===== config.mk =====
export PLATFORM = sky130hd
export DESIGN_NAME = muldiv_seq
export DESIGN_NICKNAME = d
export VERILOG_FILES = /design/src/rtl/muldiv_seq.sv
export SDC_FILE = /design/constraint.sdc
export NUM_CORES = 1
export LEC_CHECK = 0
export ABC_CLOCK_PERIOD_IN_PS = 3600
export CELL_PAD_IN_SITES_DETAIL_PLACEMENT = 0
export CELL_PAD_IN_SITES_GLOBAL_PLACEMENT = 1
export CORE_MARGIN = 1
export CORE_UTILIZATION = 37
export CTS_CLUSTER_DIAMETER = 120
export DETAILED_ROUTE_END_ITERATION = 10
export PLACE_DENSITY = 0.87
export SLEW_MARGIN = 20
export SYNTH_ARGS = -nofsm -noshare
export SYNTH_HDL_FRONTEND = slang
export SYNTH_SLANG_ARGS = --single-unit

===== constraint.sdc =====
create_clock -name clk -period 3.6 [get_ports clk]
set_input_delay 0.72 -clock clk [delete_from_list [all_inputs] [get_ports clk]]
set_output_delay 0.72 -clock clk [all_outputs]
set_load 0.02 [all_outputs]

===== src/rtl/muldiv_seq.sv =====
// muldiv_seq: multi-cycle MULT/MULTU/DIV/DIVU sequencer borrowing the shared ALU
module muldiv_seq (
    input  logic        clk,
    input  logic        rst,
    input  logic        start,
    input  logic [1:0]  op,
    input  logic [31:0] rs_data,
    input  logic [31:0] rt_data,
    output logic        busy,
    output logic        done,
    output logic [31:0] hi,
    output logic [31:0] lo,
    output logic        div_zero,
    output logic        alu_req,
    input  logic        alu_gnt,
    output logic [31:0] alu_a,
    output logic [31:0] alu_b,
    output logic [3:0]  alu_ctrl,
    input  logic [31:0] alu_result
);
    typedef enum logic [1:0] {IDLE, ITER, FIX, DONE} state_t;
    state_t state, state_nx;
    logic [31:0] opnd;
    logic        is_div, neg_q, neg_r;
    logic [4:0]  cnt;
    logic        sgn, div0, carry, borrow, take;
    logic [31:0] m_abs, d_abs, r_sh, m_b;
    logic [63:0] neg64;
    assign sgn    = ~op[0];
    assign div0   = op[1] && rt_data == 32'd0;
    assign m_abs  = (sgn && rs_data[31]) ? -rs_data : rs_data;
    assign d_abs  = (sgn && rt_data[31]) ? -rt_data : rt_data;
    assign r_sh   = {hi[30:0], lo[31]};
    assign m_b    = lo[0] ? opnd : 32'd0;
    assign carry  = (hi[31] & m_b[31]) | ((hi[31] | m_b[31]) & ~alu_result[31]);
    assign borrow = (~r_sh[31] & opnd[31]) | (~(r_sh[31] ^ opnd[31]) & alu_result[31]);
    assign take   = hi[31] | ~borrow;
    assign neg64  = -{hi, lo};
    // state register
    always_ff @(posedge clk) begin
        if (rst) state <= IDLE;
        else     state <= state_nx;
    end
    // next state and ALU port drive; operands only leave the block during ITER
    always_comb begin
        state_nx = state;
        unique case (state)
            IDLE: if (start) state_nx = div0 ? DONE : ITER;
            ITER: if (alu_gnt && cnt == 5'd31) state_nx = FIX;
            FIX:  state_nx = DONE;
            DONE: state_nx = IDLE;
        endcase
        busy     = state != IDLE;
        done     = state == DONE;
        alu_req  = state == ITER;
        alu_a    = alu_req ? (is_div ? r_sh : hi) : 32'd0;
        alu_b    = alu_req ? (is_div ? opnd : m_b) : 32'd0;
        alu_ctrl = (alu_req && is_div) ? 4'b0100 : 4'b0000;
    end
    // datapath: operand capture, shift-add / restoring-divide step, sign fixup
    always_ff @(posedge clk) begin
        if (rst) begin
            hi       <= '0;
            lo       <= '0;
            div_zero <= 1'b0;
            cnt      <= '0;
            opnd     <= '0;
            is_div   <= 1'b0;
            neg_q    <= 1'b0;
            neg_r    <= 1'b0;
        end else begin
            unique case (state)
                IDLE: if (start) begin
                    is_div   <= op[1];
                    neg_q    <= sgn & (rs_data[31] ^ rt_data[31]);
                    neg_r    <= sgn & rs_data[31];
                    div_zero <= div0;
                    cnt      <= '0;
                    hi       <= div0 ? rs_data : 32'd0;
                    lo       <= div0 ? 32'hFFFF_FFFF : (op[1] ? m_abs : d_abs);
                    opnd     <= op[1] ? d_abs : m_abs;
                end
                ITER: if (alu_gnt) begin
                    cnt <= cnt + 5'd1;
                    if (is_div) begin
                        hi <= take ? alu_result : r_sh;
                        lo <= {lo[30:0], take};
                    end else begin
                        hi <= {carry, alu_result[31:1]};
                        lo <= {alu_result[0], lo[31:1]};
                    end
                end
                FIX: if (is_div) begin
                    if (neg_q) lo <= -lo;
                    if (neg_r) hi <= -hi;
                end else if (neg_q) begin
                    {hi, lo} <= neg64;
                end
                DONE: ;
            endcase
        end
    end
endmodule


# [After elaboration in Yosys (flattened, before gate mapping)]
# Cells that the tools add are included.
[totals] ff_bits=107 input_bits=102 out_inout_bits=136 word_cells=91
[classes] n_addsub=6 n_eq_ne=10 n_mux=34 bitwise=17 reduce_logical=15
[ops] cell="$mux 32" n=24
[ops] cell="$pmux 32 s3" n=2
[ops] cell="$neg 32->32" n=4
[ops] cell="$neg 64->64" n=1
[ops] cell="$logic_not 32->1" n=1
[ops] cell="$mux 5" n=2
[ops] cell="$pmux 5 s2" n=1
[ops] cell="$pmux 2 s4" n=1
[ops] cell="$and 1x1->1" n=6
[ops] cell="$mux 2" n=3
[ops] cell="$ne 3x3->1 const B" n=2
[ops] cell="$add 5x1->5 const B" n=1
[ops] cell="$eq 5x5->1 const B" n=1
[ops] cell="$logic_and 1x1->1" n=5
[ops] cell="$not 1->1" n=5
[ops] cell="$reduce_and 5->1" n=1
[ops] cell="$eq 2x2->1 const B" n=2
[ops] cell="$ne 2x1->1 const B" n=2
[ops] cell="$ne 2x2->1 const B" n=2
[ops] cell="$or 1x1->1" n=4
[ops] cell="$reduce_and 2->1" n=2
[ops] cell="$reduce_and 4->1" n=1
[ops] cell="$reduce_bool 2->1" n=2
[ops] cell="$mux 3" n=1
[ops] cell="5 further kinds" n=6

# [Logic depth before layout (Yosys ltp)]
[depth] word_depth=10 depth_mapped=11

# [Least setup slack after synthesis]
# OpenSTA, ideal clock, no wires.
[synth_timing] path_type="register to output" startpoint="register is_div" endpoint="output alu_a[10]" arrival_ps=2323 slack_ps=557 path_stages_with_launch=8 n_path_buf=5 path_cell_list="dfxtp_1 > clkbuf_1 > buf_2 > clkbuf_1 > clkbuf_1 > clkbuf_1 > mux2i_1 > nor2_1"
[synth_via] elab_chain_len=2
[synth_rtl] element="start: declaration" line_no="24" source="logic is_div, neg_q, neg_r;"
[synth_rtl] element="start signal: assignment" line_no="74" source="is_div <= op[1];"
[synth_rtl] element="$mux 32 (2 in series)" line_no="56" source="alu_a = alu_req ? (is_div ? r_sh : hi) : 32'd0;"
[synth_rtl] element="end: declaration" line_no="16" source="output logic [31:0] alu_a,"
# No other way between the ends.

# [Worst setup path after layout]
[layout_timing] startpoint="input rt_data[0]" endpoint="register hi[1]"
[layout_via] elab_chain_len=5
[layout_rtl] element="start: declaration" line_no="8" source="input logic [31:0] rt_data,"
[layout_rtl] element="$logic_not 32->1" line_no="30" source="assign div0 = op[1] && rt_data == 32'd0;"
[layout_rtl] element="$logic_and 1x1->1" line_no="30"
[layout_rtl] element="$mux 32" line_no="79" source="hi <= div0 ? rs_data : 32'd0;"
[layout_rtl] element="$mux 32" line_no="73" source="IDLE: if (start) begin"
[layout_rtl] element="$pmux 32 s3" line_no="72" source="unique case (state)"
[layout_rtl] element="end signal: assignment" line_no="79"
[layout_rtl] element="end signal: assignment" line_no="86" source="hi <= take ? alu_result : r_sh;"
[layout_rtl] element="end signal: assignment" line_no="89" source="hi <= {carry, alu_result[31:1]};"
[layout_rtl] element="end: declaration" line_no="11" source="output logic [31:0] hi,"
# No other way between the ends. The select of a mux whose other input is x is not followed.
# A chain may end at the register's enable or synchronous reset.

==> impl_metrics.csv <==
group,metric,value,unit
routing,ant_nets,0,
timing,rsz0062_at_grt,"no",
layout,num_antenna_cells,0,
worst_hold_path,holdPathStages,2,
clock_network,cts_resized,0,
power_and_ir_drop,vdd_drop_max,372,µV
place,gp_congestion,0.994,
floorplanning,core_area,28700,µm²
routing,routed_wl,50500,µm
routing,avgRoutedWirePerCell,23.8,µm
global_routing,grt_max_degree,110,
global_routing,grt_antenna_before_repair,0,
worst_setup_path,reg2reg_setup_slack,0.56,ns
power_and_ir_drop,p_int,4.41,mW
timing,slew_headroom,0.394,
layout,drive_gt1_frac,0.114,
worst_hold_path,hold_class,"reg -> reg",
yosys,ys.flop_type,"dfxtp_1",
place,dp_hpwl,38200,µm
power_and_ir_drop,power,9.57,mW
timing,hold_viol_final,0,
layout,nNetsFinal,1848,
worst_setup_path,reg2reg_to,"hi[26]",
clock_network,cts_root_buf,"clkbuf_16",
timing,period_needed,3.33,ns
timing,finalSetupViolations,0,
flow_run,drv_cap,0,
floorplanning,die_area,29900,µm²
clock_network,numCtsBuffers,9,
worst_hold_path,worstHoldStart,"opnd[9]",
floorplanning,ios,238,
global_routing,grtUsageTotal,0.326,
floorplanning,die_x,173,µm
timing,tightest_slew,0.906,ns
clock_network,clk_pin_slew,0.08,ns
yosys,synthMuxAreaShare,0.0959,
timing,drv_slew,0,
worst_setup_path,cp.arrival,3.65,ns
clock_network,clock_sinks,107,
worst_setup_path,crit_type,"in -> reg",
place,portBuffers,234,
floorplanning,die_h,173,µm
power_and_ir_drop,seqPwrFrac,0.214,
status,outcome,"completed",
timing,fin_setup_tns,0,ns
yosys,synth_compound_area_frac,0.303,
yosys,synthAdderAreaFrac,0.0139,
yosys,yosys-top-cells-area,"dfxtp_1 20%, mux2i_1 7.5%, a21oi_1 6.0%",
floorplanning,rows,62,
yosys,synthTopCellsByCount,"142 x nor2_1, 130 x a21oi_1, 126 x nand2_1",
yosys,synthSimpleGateAreaFrac,0.262,
routing,via_count,13569,
routing,drt_first_pass_iters,6,
routing,first_iter_violations,1890,
clock_network,ctsHoldBuffers,0,
worst_setup_path,r2r_start,"hi[0]",
floorplanning,start_util,0.376,
yosys,netlist_area,10800,µm²
yosys,synth_most_common_cell,"nor2_1",
yosys,synth.largest_area_cell,"dfxtp_1",
timing,fmax,301,MHz
yosys,ys_ff_latch,107,
layout,fin_util,0.498,
clock_network,cts_tree,"yes",
yosys,ys_types,81,
worst_setup_path,crit_fanout,7,
clock_network,cts-htree-levels,3,
worst_hold_path,whs_endpoint,"opnd[9]",
power_and_ir_drop,clkPwrFrac,0.106,
power_and_ir_drop,p_leak,5.11,nW
yosys,syn_avg_cell_area,7.15,µm²
yosys,synth-edff-count,0,
power_and_ir_drop,p_sw,5.16,mW
yosys,syn_inst,1511,
routing,drcViolationCount,0,
worst_setup_path,ff2ff_path_depth,8,
routing,vias_per_cell,6.39,
power_and_ir_drop,p_sw_frac,0.539,
power_and_ir_drop,p_per_area,669,nW/µm²
yosys,synth_warnings,0,
global_routing,grt_pass1_vias,12109,
yosys,synthXorXnorAreaFrac,0.0592,
clock_network,clockBufferDepth,2,
yosys,ys_seq_area_frac,0.198,
global_routing,grt_pass1_wl,76000,µm
power_and_ir_drop,p_comb_frac,0.680,
layout,area_growth,32.4,%
clock_network,post-cts-setup-buffers,0,
timing,clock-skew-final,0.0146,ns
worst_setup_path,crit_path_end_kind,"flop",
clock_network,insertion_delay,0.37,ns
yosys,synthArstFlopShare,0,
yosys,synth_top_family_by_area,"compound AO/OA/AOI/OAI gates",
worst_setup_path,crit_required,3.92,ns
worst_setup_path,worstSetupStartpointType,"primary input",
global_routing,grt.overflow.total,0,
timing,fin_crit_sh,0.924,
yosys,yosysTopAreaCellShare,0.198,
-- critical path: stages --
cell,delay [ns]
clkdlybuf4s50_1,0.43
inv_1,0.10
ha_1,0.19
or4b_1,0.61
buf_4,0.22
nor4_2,0.18
buf_4,0.20
and3_1,0.26
o21ai_1,0.29
a21oi_1,0.28
a22o_1,0.15
-- through the flow --
step | worst slack, ns | cells | instance area, µm² | hold WS (ns)
finish | 0.273 | 2123 | 14300 | 0.449
global route | 0.160 | 2123 | 14300 | 0.479
CTS | 0.318 | 2123 | 14300 | 0.454
detailed placement | -0.0586 | 2107 | 14000 | 0.442
global placement | 0.00834 | 2107 | 14000 | 0.443
floorplan | 0.557 | 1513 | 10800 | 0.417
-- routing by layer --
metal  wire [µm]  vias to the layer above  part of all wire  GRT usage
met5           0                        -                 0          0
met4        1810                        0             0.036      0.119
met3        5330                       97              0.11     0.0519
met2       21400                      895              0.43      0.483
met1       21900                     6448              0.43      0.471
li1            -                     6129                 -          -
-- final cells by class --
class | count | area [µm²]
clock buffer | 10 | 229
clock inverter | 6 | 53.8
fill | 2871 | 14400
inverter | 41 | 154
multi-input combinational | 1225 | 7970
sequential | 107 | 2150
tap | 384 | 480
timing repair buffer | 350 | 3270
-- registers in the layout (all words and copies together) (netlist names) --
signal and count:
opnd 32, hi 32, div_zero 1, lo 32, cnt 5, is_div 1
neg_r 1, neg_q 1, state 2
-- worst max-delay path by stage --
stage	start	end	slack [ns]	cells after the start
after detailed placement	rt_data[0]	hi[1]	-0.06	11
after global routing	rt_data[0]	hi[1]	0.16	11
final	rt_data[0]	hi[1]	0.27	11
after floorplan	is_div	alu_a[10]	0.56	7
after global placement	rt_data[0]	hi[1]	0.008	11
after CTS	rt_data[0]	hi[1]	0.32	11
-- placed cells by master, fill, tap and decap left out, drive strengths merged, types with 11 or more instances in the layout --
master	instances
o21ai	91
o311ai	11
a2111oi	11
a211oi	21
o31ai	28
mux2	20
inv	40
nand2	126
or3	14
nand3	37
or4	28
a22o	11
nand4	23
dfxtp	107
o211ai	20
mux2i	81
ha	12
nor2	142
xnor2	43
xor2	30
and2	38
nor3	47
a31oi	34
a21oi	130
nor4	35
a31o	13
a22oi	11
o41ai	12
and3	12
clkdlybuf4s50	233
a221oi	12
o22ai	11
buf	117
-- kinds of logic after synthesis --
logic type,Yosys count
AND/OR/NAND/NOR,545
AO/OA/AOI/OAI,491
buffers and inverters,181
flip-flops,107
multiplexers,101
XOR/XNOR,73
adder cells (fa/ha/maj),12
other,1
-- power groups by stage --
stage | logic, mW | registers (mW) | clock network (mW)
after global placement | 6.25 | 2.04 | 0
after CTS | 6.33 | 2.02 | 1.01
after floorplan | 3.83 | 2.02 | 0
after global routing | 6.93 | 2.08 | 1.04
final | 6.51 | 2.05 | 1.01
after detailed placement | 6.29 | 2.05 | 0
No activity file was read; power rests on OpenSTA's default activity.
==> RTL edit: new RTL, config.mk and constraints unchanged <==
The 4 states of `state_t` get a Gray code encoding in 2 bits.
--- a/src/rtl/muldiv_seq.sv
+++ b/src/rtl/muldiv_seq.sv
@@ -19,5 +19,5 @@
     input  logic [31:0] alu_result
 );
-    typedef enum logic [1:0] {IDLE, ITER, FIX, DONE} state_t;
+    typedef enum logic [1:0] {IDLE = 2'b00, ITER = 2'b01, FIX = 2'b11, DONE = 2'b10} state_t;
     state_t state, state_nx;
     logic [31:0] opnd;
Check against the original RTL: same outputs for any inputs over 4 cycles, from zero or initial values and one cycle with rst high; so few cycles prove little.
==> RTL edit against the original RTL <==
- utilization increased by 0.39 points
- sequential cell count unchanged
- synthesized cell count decreased by 0.86%
- via count decreased by 1.4%
- area after synthesis decreased by 0.16%
- global-route usage increased by 1.5 points
- wire length increased by 3.0%
- non-clock buffer count increased by 26
- critical endpoint is now opnd[28]
- worst setup slack improved by 0.11 ns
- design area increased by 0.79%
- die area decreased by 0.16%
Power is not compared: it rests on default switching activity, and its combinational part moved more than twofold at a synthesized area within 25%.
==> RTL edit: results (changes against the original RTL) <==
| Metric | Value |
|---|---|
| Antenna violations before repair | 1 (was 0) |
| WL final | 51.97 mm (was 50.45 mm) |
| Inst Count DP | 2124 (was 2107) |
| First-pass GRT wire length | 79.20 mm (was 75.98 mm) |
| Drt wl/cell | 24.29 um (was 23.76 um) |
| Placer Congestion | 0.9827 (was 0.9940) |
| RR Startpoint | lo[20] (was hi[0]) |
| Clock buffer depth | 2 (unchanged) |
| Post-DP HPWL | 40.03 mm (was 38.17 mm) |
| Total GRT Usage | 34.10% (was 32.55%) |
| Worst Skew | 0.01284 ns (was 0.01460 ns) |
| Layout fillers | 2892 (was 2871) |
| Synth warn | 0 (unchanged) |
| Register area share after synthesis | 19.87% (was 19.84%) |
| Post-synth top cells | nor2_1 (155), nand2_1 (133), dfxtp_1 (107), clkbuf_1 (101), mux2i_1 (97) (was nor2_1 (142), a21oi_1 (130), nand2_1 (126), clkbuf_1 (110), dfxtp_1 (107)) |
| Number of nets in the layout | 1860 (was 1848) |
| Dpl cell area | 14140 um2 (was 14020 um2) |
| First DRT Iteration DRCs | 1308 (was 1890) |
| Status | complete, no violations (unchanged) |
| Crit path DAT | 3.48 ns (was 3.65 ns) |
| Pin count of the biggest net entering global routing | 50 (was 110) |
| Top post-synthesis cells by area | dfxtp_1 (20%), mux2i_1 (9.0%), nor2_1 (5.4%) (was dfxtp_1 (20%), mux2i_1 (7.5%), a21oi_1 (6.0%)) |
| Crit path to | opnd[28] (was hi[1]) |
| Reg2Reg Capture Point | hi[29] (was hi[26]) |
| Reg2reg path depth | 6 (was 8) |
| Max FO, Critical Path | 5 (was 7) |
| Synthesized area per cell | 7.196 um2 (was 7.146 um2) |
| Reg-to-reg slack, setup | 0.60 ns (was 0.56 ns) |
| CP startpoint | rs_data[1] (was rt_data[0]) |
[RTL edit: how the worst min path moves through the flow]
stage,startpoint,cells after the start,endpoint
after floorplan,opnd[14],2,opnd[14]
after global placement,opnd[20],2,opnd[20]
after detailed placement,opnd[29],1,opnd[29]
after CTS,opnd[9],2,opnd[9]
after global routing,opnd[29],1,opnd[29]
final,opnd[10],2,opnd[10]
[RTL edit: layer usage]
layer  vias to the layer above  wire, um  track usage, %
met3                       120      5125           5.783
met2                       775     23610           54.84
met1                      6376     21340           45.65
li1                       6110         -               -
met4                         0      1890           12.50
met5                         -         0               0
[RTL edit: area by class of cell]
class	instances	area [um2]	share of cell area, %
inverters	31	116.4	0.8074
repair buffers	376	3411	23.67
multi-input cells	1226	7985	55.40
clock inverters	6	48.80	0.3386
flip-flops and latches	107	2146	14.89
clock buffers	9	225.2	1.563
well taps	384	480.5	3.334
[RTL edit: cell families (layout without fill, tap and decap cells)]
| group | count (synthesis) | after routing | share of synthesized area (%) |
|---|---|---|---|
| multiplexers | 111 | 111 | 10.47 |
| other | 1 | 3 | 0.03479 |
| flip-flops | 107 | 107 | 19.87 |
| adder cells (fa/ha/maj) | 7 | 7 | 0.8124 |
| XOR/XNOR | 76 | 76 | 6.175 |
| buffers and inverters | 167 | 422 | 6.256 |
| AO/OA/AOI/OAI | 426 | 426 | 27.17 |
| AND/OR/NAND/NOR | 603 | 603 | 29.21 |
[RTL edit: report_power, final]
group          leakage, uW  total [uW]  switching [uW]  internal, uW
combinational      0.00421        1870            1110           761
clock             0.000130        1020             540           477
sequential        0.000882        1440             160          1280
[RTL edit: metrics by stage]
stage	total power, uW	setup WS [ns]
after floorplan	2453	0.6521
after global placement	3286	0.04381
after detailed placement	3295	0.04225
after CTS	4307	0.4094
after global routing	4508	0.2100
final	4331	0.3825
[RTL edit: critical path, cell delays in order]
cell,delay (ns)
clkdlybuf4s50_1,0.47
inv_1,0.11
ha_1,0.20
or3b_2,0.52
or4_1,0.71
o21ai_1,0.23
xnor2_1,0.10
nand2b_1,0.16
a32o_1,0.26
